`src/rtl/button_cmd_arbiter_pkg.sv`:
```
`default_nettype none
// ============================================================================
// Module   : button_cmd_arbiter_pkg
// Brief    : Shared state encodings, default timing constants and a width
//            helper for the button command arbiter.
// Revision : 1.0 - initial release
// ============================================================================
package button_cmd_arbiter_pkg;

  // Arbiter states: idle/scan vs. holding one command on the port
  typedef enum logic [0:0] {
    ST_IDLE  = 1'b0,
    ST_OFFER = 1'b1
  } arb_state_t;

  localparam int unsigned C_DEF_TICK_DIV   = 50000;
  localparam int unsigned C_DEF_STABLE_CNT = 4;

  // Bits needed to hold values 0..value-1; never less than one bit
  function automatic int unsigned clog2_min1(input int unsigned value);
    int unsigned result;
    result = 0;
    for (int i = 0; i < 31; i++) begin
      if ((32'd1 << i) < value) result = i + 1;
    end
    return (result == 0) ? 1 : result;
  endfunction

endpackage
`default_nettype wire

```
`src/rtl/button_cmd_arbiter_if.sv`:
```
`default_nettype none
// ============================================================================
// Module   : button_cmd_arbiter_if
// Brief    : Button inputs, debounced levels and the valid/ready command
//            port bundled for the arbiter (master) and its consumer (slave).
// Revision : 1.0 - initial release
// ============================================================================
interface button_cmd_arbiter_if
  import button_cmd_arbiter_pkg::*;
#(
  parameter int unsigned N_BTN = 4
);
  localparam int unsigned IDW = clog2_min1(N_BTN);

  logic [N_BTN-1:0] btn_sync;
  logic [N_BTN-1:0] btn_level;
  logic             cmd_valid;
  logic [IDW-1:0]   cmd_id;
  logic             cmd_ready;
  logic             overflow;
  logic             clr_ovf;

  modport master (
    input  btn_sync, cmd_ready, clr_ovf,
    output btn_level, cmd_valid, cmd_id, overflow
  );

  modport slave (
    output btn_sync, cmd_ready, clr_ovf,
    input  btn_level, cmd_valid, cmd_id, overflow
  );

endinterface
`default_nettype wire

```
`src/rtl/button_cmd_arbiter_debounce_cell.sv`:
```
`default_nettype none
// ============================================================================
// Module   : debounce_cell
// Brief    : Single-button debouncer. The level flips only after STABLE_CNT
//            consecutive sample ticks disagree with it.
// Revision : 1.0 - initial release
// ============================================================================
module debounce_cell
  import button_cmd_arbiter_pkg::*;
#(
  parameter int unsigned STABLE_CNT = C_DEF_STABLE_CNT
) (
  input  wire  clk,
  input  wire  rst_n,
  input  wire  tick,
  input  wire  din,
  output logic level
);
  localparam int unsigned C_CW = clog2_min1(STABLE_CNT);

  logic [C_CW-1:0] r_cnt;
  logic            r_level;

  // Count disagreeing ticks; any agreeing tick restarts the run
  always_ff @(posedge clk or negedge rst_n) begin
    if (!rst_n) begin
      r_cnt   <= '0;
      r_level <= 1'b0;
    end else if (tick) begin
      if (din == r_level) begin
        r_cnt <= '0;
      end else if (r_cnt == C_CW'(STABLE_CNT - 1)) begin
        r_level <= ~r_level;
        r_cnt   <= '0;
      end else begin
        r_cnt <= r_cnt + 1'b1;
      end
    end
  end

  assign level = r_level;

endmodule
`default_nettype wire

```
`src/rtl/button_cmd_arbiter.sv`:
```
`default_nettype none
// ============================================================================
// Module   : button_cmd_arbiter
// Brief    : Debounces synchronized buttons, turns debounced rising edges
//            into pending commands and round-robin offers them on a single
//            valid/ready port. Flags presses lost to an already-pending one.
// Revision : 1.0 - initial release
// ============================================================================
module button_cmd_arbiter
  import button_cmd_arbiter_pkg::*;
#(
  parameter int unsigned N_BTN      = 4,
  parameter int unsigned TICK_DIV   = C_DEF_TICK_DIV,
  parameter int unsigned STABLE_CNT = C_DEF_STABLE_CNT
) (
  input wire                   clk,
  input wire                   rst_n,
  button_cmd_arbiter_if.master bus
);
  localparam int unsigned IDW  = clog2_min1(N_BTN);
  localparam int unsigned C_SW = IDW + 1;
  localparam int unsigned C_PW = clog2_min1(TICK_DIV);

  logic [C_PW-1:0]  r_presc;
  logic             w_tick;
  logic [N_BTN-1:0] w_level;
  logic [N_BTN-1:0] r_level_d;
  logic [N_BTN-1:0] w_rise;
  logic [N_BTN-1:0] r_pend;
  logic [N_BTN-1:0] w_clr;
  logic             w_accept;
  logic             r_ovf;
  arb_state_t       r_state, w_state_nxt;
  logic [IDW-1:0]   r_cmd_id, w_cmd_id_nxt;
  logic [IDW-1:0]   r_rr_ptr, w_rr_ptr_nxt;
  logic             w_found;
  logic [IDW-1:0]   w_pick;
  logic [C_SW-1:0]  w_sum;

  assign w_tick = (r_presc == C_PW'(TICK_DIV - 1));

  // Free-running sample prescaler shared by all debouncers
  always_ff @(posedge clk or negedge rst_n) begin
    if (!rst_n)      r_presc <= '0;
    else if (w_tick) r_presc <= '0;
    else             r_presc <= r_presc + 1'b1;
  end

  for (genvar gi = 0; gi < N_BTN; gi++) begin : g_debounce
    debounce_cell #(.STABLE_CNT(STABLE_CNT)) u_cell (
      .clk   (clk),
      .rst_n (rst_n),
      .tick  (w_tick),
      .din   (bus.btn_sync[gi]),
      .level (w_level[gi])
    );
  end

  // Previous debounced level for rising-edge detection
  always_ff @(posedge clk or negedge rst_n) begin
    if (!rst_n) r_level_d <= '0;
    else        r_level_d <= w_level;
  end

  assign w_rise   = w_level & ~r_level_d;
  assign w_accept = (r_state == ST_OFFER) && bus.cmd_ready;

  // One-hot clear of the command being accepted this cycle
  always_comb begin
    w_clr = '0;
    if (w_accept) w_clr[r_cmd_id] = 1'b1;
  end

  // Pending set/clear; a rise on a still-pending button is lost and flagged
  always_ff @(posedge clk or negedge rst_n) begin
    if (!rst_n) begin
      r_pend <= '0;
      r_ovf  <= 1'b0;
    end else begin
      r_pend <= (r_pend & ~w_clr) | w_rise;
      if (|(w_rise & r_pend & ~w_clr)) r_ovf <= 1'b1;
      else if (bus.clr_ovf)            r_ovf <= 1'b0;
    end
  end

  // Round-robin scan starting at rr_ptr, wrapping mod N_BTN
  always_comb begin
    w_found = 1'b0;
    w_pick  = '0;
    w_sum   = '0;
    for (int k = 0; k < N_BTN; k++) begin
      w_sum = {1'b0, r_rr_ptr} + C_SW'(k);
      if (w_sum >= C_SW'(N_BTN)) w_sum = w_sum - C_SW'(N_BTN);
      if (!w_found && r_pend[w_sum[IDW-1:0]]) begin
        w_found = 1'b1;
        w_pick  = w_sum[IDW-1:0];
      end
    end
  end

  // Arbiter state, offered id and round-robin pointer registers
  always_ff @(posedge clk or negedge rst_n) begin
    if (!rst_n) begin
      r_state  <= ST_IDLE;
      r_cmd_id <= '0;
      r_rr_ptr <= '0;
    end else begin
      r_state  <= w_state_nxt;
      r_cmd_id <= w_cmd_id_nxt;
      r_rr_ptr <= w_rr_ptr_nxt;
    end
  end

  // Next state: latch a winner when idle, hold it until accepted
  always_comb begin
    w_state_nxt  = r_state;
    w_cmd_id_nxt = r_cmd_id;
    w_rr_ptr_nxt = r_rr_ptr;
    case (r_state)
      ST_IDLE: begin
        if (w_found) begin
          w_cmd_id_nxt = w_pick;
          w_state_nxt  = ST_OFFER;
        end
      end
      ST_OFFER: begin
        if (bus.cmd_ready) begin
          w_state_nxt  = ST_IDLE;
          w_rr_ptr_nxt = (r_cmd_id == IDW'(N_BTN - 1)) ? '0 : r_cmd_id + 1'b1;
        end
      end
      default: w_state_nxt = ST_IDLE;
    endcase
  end

  assign bus.btn_level = w_level;
  assign bus.cmd_valid = (r_state == ST_OFFER);
  assign bus.cmd_id    = r_cmd_id;
  assign bus.overflow  = r_ovf;

endmodule
`default_nettype wire
```
`src/flat_wrapper.sv`:
```
// flat-port wrapper written by rule: the top's interface ports become plain ports
module button_cmd_arbiter_flat import button_cmd_arbiter_pkg::*;
#(
  parameter int unsigned N_BTN      = 4,
  parameter int unsigned TICK_DIV   = C_DEF_TICK_DIV,
  parameter int unsigned STABLE_CNT = C_DEF_STABLE_CNT
)
  (clk, rst_n, bus_btn_sync, bus_cmd_ready, bus_clr_ovf, bus_btn_level, bus_cmd_valid, bus_cmd_id, bus_overflow);
  button_cmd_arbiter_if #(.N_BTN(N_BTN)) bus_i ();
  input wire clk;
  input wire rst_n;
  input wire logic [$bits(bus_i.btn_sync)-1:0] bus_btn_sync;
  input wire logic [$bits(bus_i.cmd_ready)-1:0] bus_cmd_ready;
  input wire logic [$bits(bus_i.clr_ovf)-1:0] bus_clr_ovf;
  output wire logic [$bits(bus_i.btn_level)-1:0] bus_btn_level;
  output wire logic [$bits(bus_i.cmd_valid)-1:0] bus_cmd_valid;
  output wire logic [$bits(bus_i.cmd_id)-1:0] bus_cmd_id;
  output wire logic [$bits(bus_i.overflow)-1:0] bus_overflow;
  assign bus_i.btn_sync = bus_btn_sync;
  assign bus_i.cmd_ready = bus_cmd_ready;
  assign bus_i.clr_ovf = bus_clr_ovf;
  assign bus_btn_level = bus_i.btn_level;
  assign bus_cmd_valid = bus_i.cmd_valid;
  assign bus_cmd_id = bus_i.cmd_id;
  assign bus_overflow = bus_i.overflow;
  button_cmd_arbiter #(.N_BTN(N_BTN), .TICK_DIV(TICK_DIV), .STABLE_CNT(STABLE_CNT)) u_core (.clk(clk), .rst_n(rst_n), .bus(bus_i));
endmodule
```
`config.mk`:
```
export PLATFORM = sky130hd
export DESIGN_NAME = button_cmd_arbiter_flat
export DESIGN_NICKNAME = d
export VERILOG_FILES = /design/src/rtl/button_cmd_arbiter_pkg.sv /design/src/rtl/button_cmd_arbiter_if.sv /design/src/rtl/button_cmd_arbiter_debounce_cell.sv /design/src/rtl/button_cmd_arbiter.sv /design/src/flat_wrapper.sv
export SDC_FILE = /design/constraint.sdc
export NUM_CORES = 1
export LEC_CHECK = 0
export ABC_AREA = 1
export CORE_MARGIN = 5
export CORE_UTILIZATION = 50
export DETAILED_ROUTE_END_ITERATION = 8
export DONT_BUFFER_PORTS = 1
export PLACE_DENSITY_LB_ADDON = 0.1
export SKIP_CTS_REPAIR_TIMING = 1
export SLEW_MARGIN = 10
export SYNTH_ARGS = -nofsm -noshare
export SYNTH_HDL_FRONTEND = slang
export SYNTH_HIERARCHICAL = 1
export SYNTH_SLANG_ARGS = --single-unit
```
`constraint.sdc`:
```
create_clock -name clk -period 1.45 [get_ports clk]
set_input_delay 0 -clock clk [delete_from_list [all_inputs] [get_ports clk]]
set_output_delay 0 -clock clk [all_outputs]
set_load 0.01 [all_outputs]
```
* Word-level counts from Yosys, hierarchy flattened
Index checks and enable logic that the tools add are counted.
** Operators by class
- $add $sub $neg :: 13
- Magnitude comparators :: 10
- Equal/unequal tests :: 10
- Muxes and demuxes :: 38
- Bitwise operators :: 16
- Reduce and logical (&&, ||, !) cells :: 16
** Operators with widths (number)
- $mux 2 :: 17
- $add 16x1->16 const B :: 1
- $and 4x4->4 :: 4
- $eq 16x16->1 const B :: 1
- $mux 16 :: 1
- $lt 2x3->1 const B :: 5
- $mux 1 :: 13
- $reduce_and 3->1 :: 4
- $add 2x1->2 const B :: 5
- $eq 2x2->1 const B :: 5
- $ge 3x3->1 const B :: 3
- $not 1->1 :: 9
- $bmux 1 s2 :: 4
- $not 4->4 :: 2
- $sub 2x1->2 const B :: 4
- $add 2x2->3 const B :: 2
- $logic_and 1x1->1 :: 5
- $eq 1x1->1 :: 4
- $mux 4 :: 1
- $or 4x4->4 :: 1
- $reduce_and 2->1 :: 2
- $reduce_or 4->1 :: 1
- $add 2x1->3 const B :: 1
- $ge 2x3->1 const B :: 1
- 5 further kinds :: 7
** Word-level totals
- Register bits :: 42
- Input port bits :: 8
- Output and inout bits :: 8
- Word-level logic and storage cells :: 118

* Depth between registers and ports, before layout
Gate-level depths: netlist of the first run.
- Depth in word-level cells :: 16
- Depth in mapped cells :: 11

* Cells and area by module
The synthesis of the first run kept the hierarchy.
** By module, submodules not included
- button_cmd_arbiter :: times used 1, cells an instance 212, area an instance 1655.3 um^2, sequential area each 750.7 um^2
- debounce_cell :: times used 4, cells an instance 25, area an instance 167.7 um^2, sequential area each 75.1 um^2

* Worst setup path before layout of the first run
No wires, ideal clock.
- Path type :: register to register
- From :: register u_core.r_presc[0]
- To :: register u_core.g_debounce[0].u_cell.r_level
- Arrival time :: 1.449 ns
- Required time :: 1.333 ns
- Path slack :: -0.116 ns
- Stages on the path, launching flop included :: 9
- Buffers on the path :: 0
- Cells stage by stage :: dfrtp_1 > ha_1 > nand3_2 > inv_1 > nand4_1 > nor2_4 > nand2_1 > o21ai_1 > inv_1
** Between the ends
- Longest elaborated chain between the ends :: 2
** Ends and longest elaborated chain
- start: declaration :: line button_cmd_arbiter.sv:24 : logic [C_PW-1:0] r_presc;
- start signal: assignment :: line button_cmd_arbiter.sv:46 : else r_presc <= r_presc + 1'b1;
- $eq 16x16->1 :: line button_cmd_arbiter.sv:40 : assign w_tick = (r_presc == C_PW'(TICK_DIV - 1));
- net u_core.w_tick :: line button_cmd_arbiter.sv:25 : logic w_tick;
- $reduce_and 3->1 (no line)
- end signal: assignment :: line button_cmd_arbiter_debounce_cell.sv:33 : r_level <= ~r_level;
- end: declaration :: line button_cmd_arbiter_debounce_cell.sv:22 : logic r_level;
The timed path passes the listed nets, and every way through them passes these cells.
A chain may end at the register's enable or synchronous reset.

* Final worst setup path of the first run
- From :: register u_core.r_rr_ptr[0]
- To :: register u_core.r_cmd_id[1], in the netlist u_core/bus.cmd_id[1]
** Between the ends
- Longest elaborated chain between the ends :: 15
** Ends and longest elaborated chain
- start: declaration :: line button_cmd_arbiter.sv:35 : logic [IDW-1:0] r_rr_ptr, w_rr_ptr_nxt;
- start signal: assignment :: line button_cmd_arbiter.sv:110 : r_rr_ptr <= w_rr_ptr_nxt;
- branches (longest 15 deep; another with $add 2x1->3)
- end signal: assignment :: line button_cmd_arbiter.sv:109 : r_cmd_id <= w_cmd_id_nxt;
- end: declaration :: line button_cmd_arbiter.sv:34 : logic [IDW-1:0] r_cmd_id, w_cmd_id_nxt;
Parallel ways; which one is timed is not known. The select of a mux whose other input is x is not followed.

==> run_results.csv, run 1 <==
group,metric,value,unit
synthesis,synth_compound_area_share,5.33,%
floorplan,start_util,52.3,%
outcome,status,"complete, but fails checks",
power_and_ir_drop,p_leak,0.00147,µW
worst_setup_path,critical_path_arrival,1690,ps
synthesis,synth_top_family_by_area,"simple AND/OR/NAND/NOR gates",
worst_setup_path,cp_num_cells,11,
placement,placed_cells,377,
detailed_routing,drt_wl_total,4.30,mm
sta,finalMaxSlewViolations,0,
final_layout,seq_area,1050,µm²
final_layout,multi_input_area,1060,µm²
clock_network,cts_tree,"done",
worst_setup_path,worstRegToRegCells,11,
synthesis,seq_area_frac_synth,45.2,%
power_and_ir_drop,power.total,3550,µW
global_routing,antenna_found_initial,0,
worst_setup_path,critPathMaxStageDelay,440,ps
final_layout,utilization,62.3,%
final_layout,area_delta_synth_final,19.0,%
global_routing,grt_usage,15.6,%
floorplan,die_y,78.2,µm
detailed_routing,num_vias,1877,
worst_setup_path,ff2ff_setup_slack,-40,ps
worst_setup_path,rr_startpoint,"u_core/r_rr_ptr[0]",
sta,final.period_utilization,103,%
clock_network,root_buffer,"clkbuf_8",
worst_setup_path,crit_slowest_cell,"dfrtp_1",
detailed_routing,ant_nets,0,
clock_network,cts_buffers,5,
final_layout,drive_gt1_share,13.7,%
sta,setup_ws,-41.8,ps
placement,place_ws,-55.8,ps
synthesis,muxShareOfSynthArea,0,%
global_routing,grt-ovfl-total,0,
synthesis,synth_simple_gate_area_share,32.1,%
worst_setup_path,start_kind,"flip-flop",
worst_setup_path,critical_path_buf_inv_count,2,
synthesis,synthAdderAreaFrac,4.84,%
power_and_ir_drop,sequentialPowerShare,40.1,%
detailed_routing,first_pass_iters,4,
global_routing,grt_pass1_vias,1780,
placement,place_congestion,0.850,
detailed_routing,wl_per_cell,10.9,µm
power_and_ir_drop,p_sw_share,35.5,%
worst_setup_path,critPathCapture,"u_core/bus.cmd_id[1]",
sta,fmax,670,MHz
clock_network,htree_levels,2,
clock_network,clk_pin_slew_worst_paths,90,ps
hold_path,worstHoldPathType,"input port to flip-flop",
clock_network,clock_path_buffers,2,
synthesis,synthXorXnorAreaFrac,2.26,%
final_layout,fin_nets,359,
detailed_routing,drt_iter0_drc,89,
synthesis,syn_area,2330,µm²
worst_setup_path,endpoint_kind,"flip-flop",
worst_setup_path,crit_chain,"buf_6 -> nand2_1 -> nand2_1 -> nand2_1 -> nand2_2 -> nor2_4 -> nand3_2 -> nand2_4 -> inv_1 -> nand2_1 -> nand2_1",
worst_setup_path,startpoint,"u_core/r_rr_ptr[0]",
clock_network,cts_sinks,42,
sta,final_hold_viol_count,6,
synthesis,yosysWarnings,6,
outcome,violations,"hold timing, setup timing",
floorplan,core-area,4440,µm²
global_routing,grt_pass1_wl,7.76,mm
floorplan,die_area,6120,µm²
final_layout,final_cells,394,
sta,hold_ws,-39.9,ps
floorplan,fp.dieW,78.2,µm
worst_setup_path,crit_path_frequent_cell,"nand2_1",
power_and_ir_drop,combPwrFrac,33.1,%
sta,skew,11.3,ps
worst_setup_path,crit_type,"flip-flop to flip-flop",
worst_setup_path,worst-path-max-fanout,5,
power_and_ir_drop,p_clk_share,26.8,%
final_layout,fillCellCount,390,
placement,place.port_buffers,0,
floorplan,pin_count,16,
synthesis,synthCells,312,
placement,hpwl,3.04,mm
sta,min_period,1490,ps
global_routing,grt_max_degree,43,
sta,tightest_slew,267,ps
floorplan,placementRows,24,
job,maxCapViolCount,0,
synthesis,synth_cell_types,28,
synthesis,synth_seq_cells,42,
sta,relSlewSlack,82.0,%
synthesis,synthesis.nets,329,
synthesis,synth_area_per_cell,7.46,µm²
power_and_ir_drop,p_sw,1260,µW
power_and_ir_drop,ir_drop,655,µV
sta,finalSetupViolCount,3,
detailed_routing,via_per_inst,4.76,
detailed_routing,drc_errors,0,
clock_network,insertion_delay,300,ps
final_layout,antenna_cells,0,
worst_setup_path,r2r-end,"u_core/bus.cmd_id[1]",
sta,rsz0062_at_grt,"true",
power_and_ir_drop,p_per_area,1280,nW/µm²
worst_setup_path,cp_top_family,"simple AND/OR/NAND/NOR gates",
power_and_ir_drop,cellInternalPower,2290,µW
worst_setup_path,required,1640,ps
registers in the layout (all words and copies together) (netlist names):
register and flops:
u_core/bus.cmd_valid 1, u_core/g_debounce.u_cell/level 4, u_core/r_level_d 4, u_core/g_debounce.u_cell/r_cnt 8
u_core/r_rr_ptr 2, u_core/bus.overflow 1, u_core/r_pend 4, u_core/r_presc 16
u_core/bus.cmd_id 2
cell families after synthesis:
logic type | after synthesis
compound gates | 23
xor+xnor | 6
buf+inv | 62
flops | 42
simple gates | 170
fa+ha+maj | 9
routing by layer:
metal / up-vias / part of all wire [%] / track usage, %
li1: 1012 / - / -
met1: 836 / 51 / 21.4
met2: 22 / 45 / 24.0
met3: 7 / 3.2 / 3.43
met4: 0 / 1.2 / 6.29
met5: - / 0 / 0
worst reg2reg max path, cell delays in order (launching register included):
cell and delay (ps):
dfrtp_1 440, buf_6 150, nand2_1 60, nand2_1 80, nand2_1 90, nand2_2 90, nor2_4 140, nand3_2 100
nand2_4 90, inv_1 40, nand2_1 50, nand2_1 50
final cells by class:
cell class              count  area share [%]
multi-input cells         208            38.4
inverters                  61            8.27
flip-flops and latches     42            38.0
clock buffers               6            2.98
repair buffers             24            8.90
clock inverters             1            1.08
well taps                  52            2.35
layout by cell type (no fill, tap or decap), types with 2 or more instances in the layout:
master,count
o22ai_1,2
nor2_2,2
nand2_1,113
dlygate4sd3_1,7
nand3b_1,2
inv_2,4
dfrtp_1,40
nor2_1,20
nor4_1,2
o21ai_0,4
clkbuf_8,6
nor3b_1,2
a21oi_1,4
nor2_4,3
nand2_2,5
buf_4,13
nand3_1,7
o21ai_1,10
nand4_1,4
inv_1,56
buf_12,2
ha_1,8
nand3_2,3
dfrtp_2,2
xor2_1,5
nor3_1,4
power by group through the flow:
stage	logic (µW)	clock network, µW	registers (µW)
after floorplan	867	0	1410
after global placement	1080	0	1440
after detailed placement	1090	0	1440
after CTS	1100	988	1420
after global routing	1350	1040	1440
final	1180	952	1420
per-stage QoR:
| stage | area (µm²) | TNS, ps |
|---|---|---|
| 4_1_cts | 2630 | -211 |
| 3_3_place_gp | 2510 | -13.8 |
| 2_1_floorplan | 2330 | -851 |
| 6_report | 2770 | -75.0 |
| 5_1_grt | 2770 | -2240 |
| 3_5_place_dp | 2510 | -71.7 |
cells in the mapped netlist:
cell / instances / share of area [%]
nand4_1: 4 / 1.1
nand2_2: 6 / 1.6
dfrtp_1: 42 / 45
nor2_4: 2 / 0.97
nand3_1: 8 / 1.7
o22ai_1: 2 / 0.54
a21oi_1: 4 / 0.86
o21ai_0: 5 / 1.1
o211ai_1: 1 / 0.32
o21ai_1: 9 / 1.9
xor2_1: 5 / 1.9
inv_2: 3 / 0.48
nor2_2: 2 / 0.54
clkinv_1: 1 / 0.16
nand3b_1: 2 / 0.65
inv_1: 57 / 9.2
nand4_2: 1 / 0.54
xnor2_1: 1 / 0.38
buf_6: 1 / 0.48
o21a_1: 1 / 0.32
nor4_1: 2 / 0.54
nand3_2: 3 / 1.3
nor3_1: 4 / 0.86
a31oi_1: 1 / 0.27
nor3b_1: 2 / 0.65
nand2_1: 113 / 18
nor2_1: 21 / 3.4
ha_1: 9 / 4.8
worst min-delay path by stage:
stage / start / end / slack (ps) / cells after the start
floorplan: rst_n / u_core/bus.cmd_id[0] / -300 / 0
global placement: rst_n / u_core/bus.cmd_id[0] / -290 / 0
finish: bus_btn_sync[3] / u_core/g_debounce[3].u_cell/r_cnt[0] / -40 / 5
global route: bus_btn_sync[2] / u_core/g_debounce[2].u_cell/r_cnt[1] / 10 / 5
detailed placement: rst_n / u_core/bus.cmd_id[0] / -290 / 0
CTS: rst_n / u_core/bus.cmd_id[0] / -620 / 0
(Power assumes the default switching activity.)
==> run 2: changes to the inputs <==
CORE_ASPECT_RATIO = 0.7   (was unset)
clock period = 1.7 ns   (was 1.45 ns; I/O delays follow)
==> run_results.csv, run 2 (synthesis results as in run 1) <==
group,metric,value,unit
floorplan,core-area,4430,µm²
clock_network,htree_levels,2,
final_layout,multi_input_area,1030,µm²
detailed_routing,drt_iter0_drc,94,
power_and_ir_drop,p_leak,0.00140,µW
sta,hold_ws,-25.7,ps
final_layout,seq_area,1050,µm²
global_routing,grt_max_degree,43,
global_routing,grt_usage,16.3,%
worst_setup_path,critical_path_buf_inv_count,3,
global_routing,grt_pass1_vias,1755,
global_routing,use_met1,23.3,%
sta,skew,5.75,ps
worst_setup_path,crit_slowest_cell,"dfrtp_1",
sta,relSlewSlack,80.5,%
detailed_routing,wl_per_cell,11.2,µm
sta,final_hold_viol_count,6,
clock_network,cts_sinks,42,
floorplan,fp.dieW,91.5,µm
floorplan,pin_count,16,
clock_network,cts_tree,"done",
worst_setup_path,crit_type,"flip-flop to flip-flop",
detailed_routing,via_per_inst,4.73,
placement,place.port_buffers,0,
worst_setup_path,crit_path_frequent_cell,"inv_1",
outcome,status,"complete, but fails checks",
worst_setup_path,startpoint,"u_core/r_presc[1]",
outcome,violations,"hold timing",
placement,hpwl,3.19,mm
clock_network,clk_pin_slew_worst_paths,80,ps
final_layout,area_delta_synth_final,13.1,%
sta,finalMaxSlewViolations,0,
placement,placed_cells,369,
sta,rsz0062_at_grt,"false",
global_routing,antenna_found_initial,0,
global_routing,grt-ovfl-total,0,
final_layout,final_cells,387,
detailed_routing,drc_errors,0,
sta,finalSetupViolCount,0,
worst_setup_path,critPathMaxStageDelay,370,ps
final_layout,final_common_cell,"nand2_1",
hold_path,hold_path.startpoint,"bus_btn_sync[3]",
worst_setup_path,rr_startpoint,"u_core/r_presc[1]",
global_routing,met2_usage,24.7,%
final_layout,largest_register_ffs,16,
detailed_routing,drt_wl_total,4.33,mm
worst_setup_path,worst-path-max-fanout,19,
final_layout,fin_nets,349,
sta,fmax,651,MHz
detailed_routing,first_pass_iters,4,
detailed_routing,num_vias,1832,
floorplan,start_util,52.5,%
floorplan,die_area,6140,µm²
global_routing,grt_pass1_wl,7.88,mm
clock_network,cts_buffers,5,
clock_network,clock_path_buffers,2,
sta,tightest_slew,289,ps
hold_path,worstHoldPathType,"input port to flip-flop",
worst_setup_path,crit_chain,"ha_1 -> nand3_2 -> inv_1 -> nand4_1 -> nor2_4 -> buf_12 -> nand2_1 -> o21ai_1 -> inv_1",
job,maxCapViolCount,0,
final_layout,drive_gt1_share,9.64,%
sta,min_period,1540,ps
final_layout,largest_register,"u_core/r_presc",
detailed_routing,ant_nets,0,
power_and_ir_drop,ir_drop,532,µV
placement,dpl_cell_area,2420,µm²
final_layout,largestRegisters,"u_core/r_presc: 16 flops, u_core/g_debounce.u_cell/r_cnt: 8 flops",
worst_setup_path,cp_top_family,"simple AND/OR/NAND/NOR gates",
floorplan,die_y,67.1,µm
final_layout,layout_common_cells,"113 x nand2_1, 57 x inv_1, 41 x dfrtp_1",
final_layout,fillCellCount,421,
placement,place_congestion,0.881,
power_and_ir_drop,p_per_area,1060,nW/µm²
sta,fin_tns_setup,0,ps
floorplan,placementRows,20,
global_routing,gr-usage-met3,4.06,%
global_routing,grt_busiest_layer,"met2",
worst_setup_path,critical_path_arrival,1710,ps
clock_network,insertion_delay,280,ps
worst_setup_path,required,1880,ps
worst_setup_path,endpoint_kind,"flip-flop",
sta,final.period_utilization,90.4,%
clock_network,root_buffer,"clkbuf_8",
worst_setup_path,start_kind,"flip-flop",
final_layout,final_area,2630,µm²
final_layout,antenna_cells,0,
run 2: cell count changes in the layout (fill, tap and decap cells not counted), sizes merged:
| cell | delta |
|---|---|
| clkbuf | -1 |
| buf | -10 |
| clkinv | +2 |
| bufinv | -1 |
run 2: worst paths after layout:
check	slack [ps]	to	cells after the start
min in group asynchronous	210	u_core/g_debounce[1].u_cell/r_cnt[1]	2
max in group asynchronous	1270	u_core/r_rr_ptr[0]	2
min reg2reg	490	u_core/g_debounce[1].u_cell/r_cnt[1]	2
min	-30	u_core/g_debounce[3].u_cell/r_cnt[1]	5
max	160	u_core/g_debounce[0].u_cell/level	9
max reg2reg	160	u_core/g_debounce[0].u_cell/level	9
run 2: metal layers:
metal / wire length, µm / part of all wire [%]
met5: 0 / 0
met4: 17 / 0.39
met3: 281 / 6.5
met1: 2280 / 53
met2: 1750 / 40
run 2: power breakdown:
part           total [µW]  switching (µW)  internal, µW
Clock                 598             322           276
Combinational         971             595           376
Sequential           1210             121          1090
Total                2780            1040          1750
run 2: stage by stage:
stage | setup slack, ps | utilization (%) | total power, µW
2_1_floorplan | 134 | - | 1950
3_3_place_gp | 116 | 54.6 | 2090
3_5_place_dp | 86.1 | 54.6 | 2100
4_1_cts | 74.7 | 56.4 | 2700
5_1_grt | 22.9 | 59.4 | 3060
6_report | 163 | 59.4 | 2780
run 2: area by class of cell:
| cell class | instances | area share, % |
|---|---|---|
| repair buffers | 14 | 6.37 |
| flip-flops and latches | 42 | 40.0 |
| clock inverters | 2 | 0.380 |
| clock buffers | 5 | 2.62 |
| multi-input cells | 208 | 39.3 |
| well taps | 55 | 2.62 |
| inverters | 61 | 8.70 |
run 2: worst min-delay path, stage by stage:
cell and delay [ps]:
inv_1 20, nand2_1 50, nand2_1 60, nand2_1 50
nand2_1 40
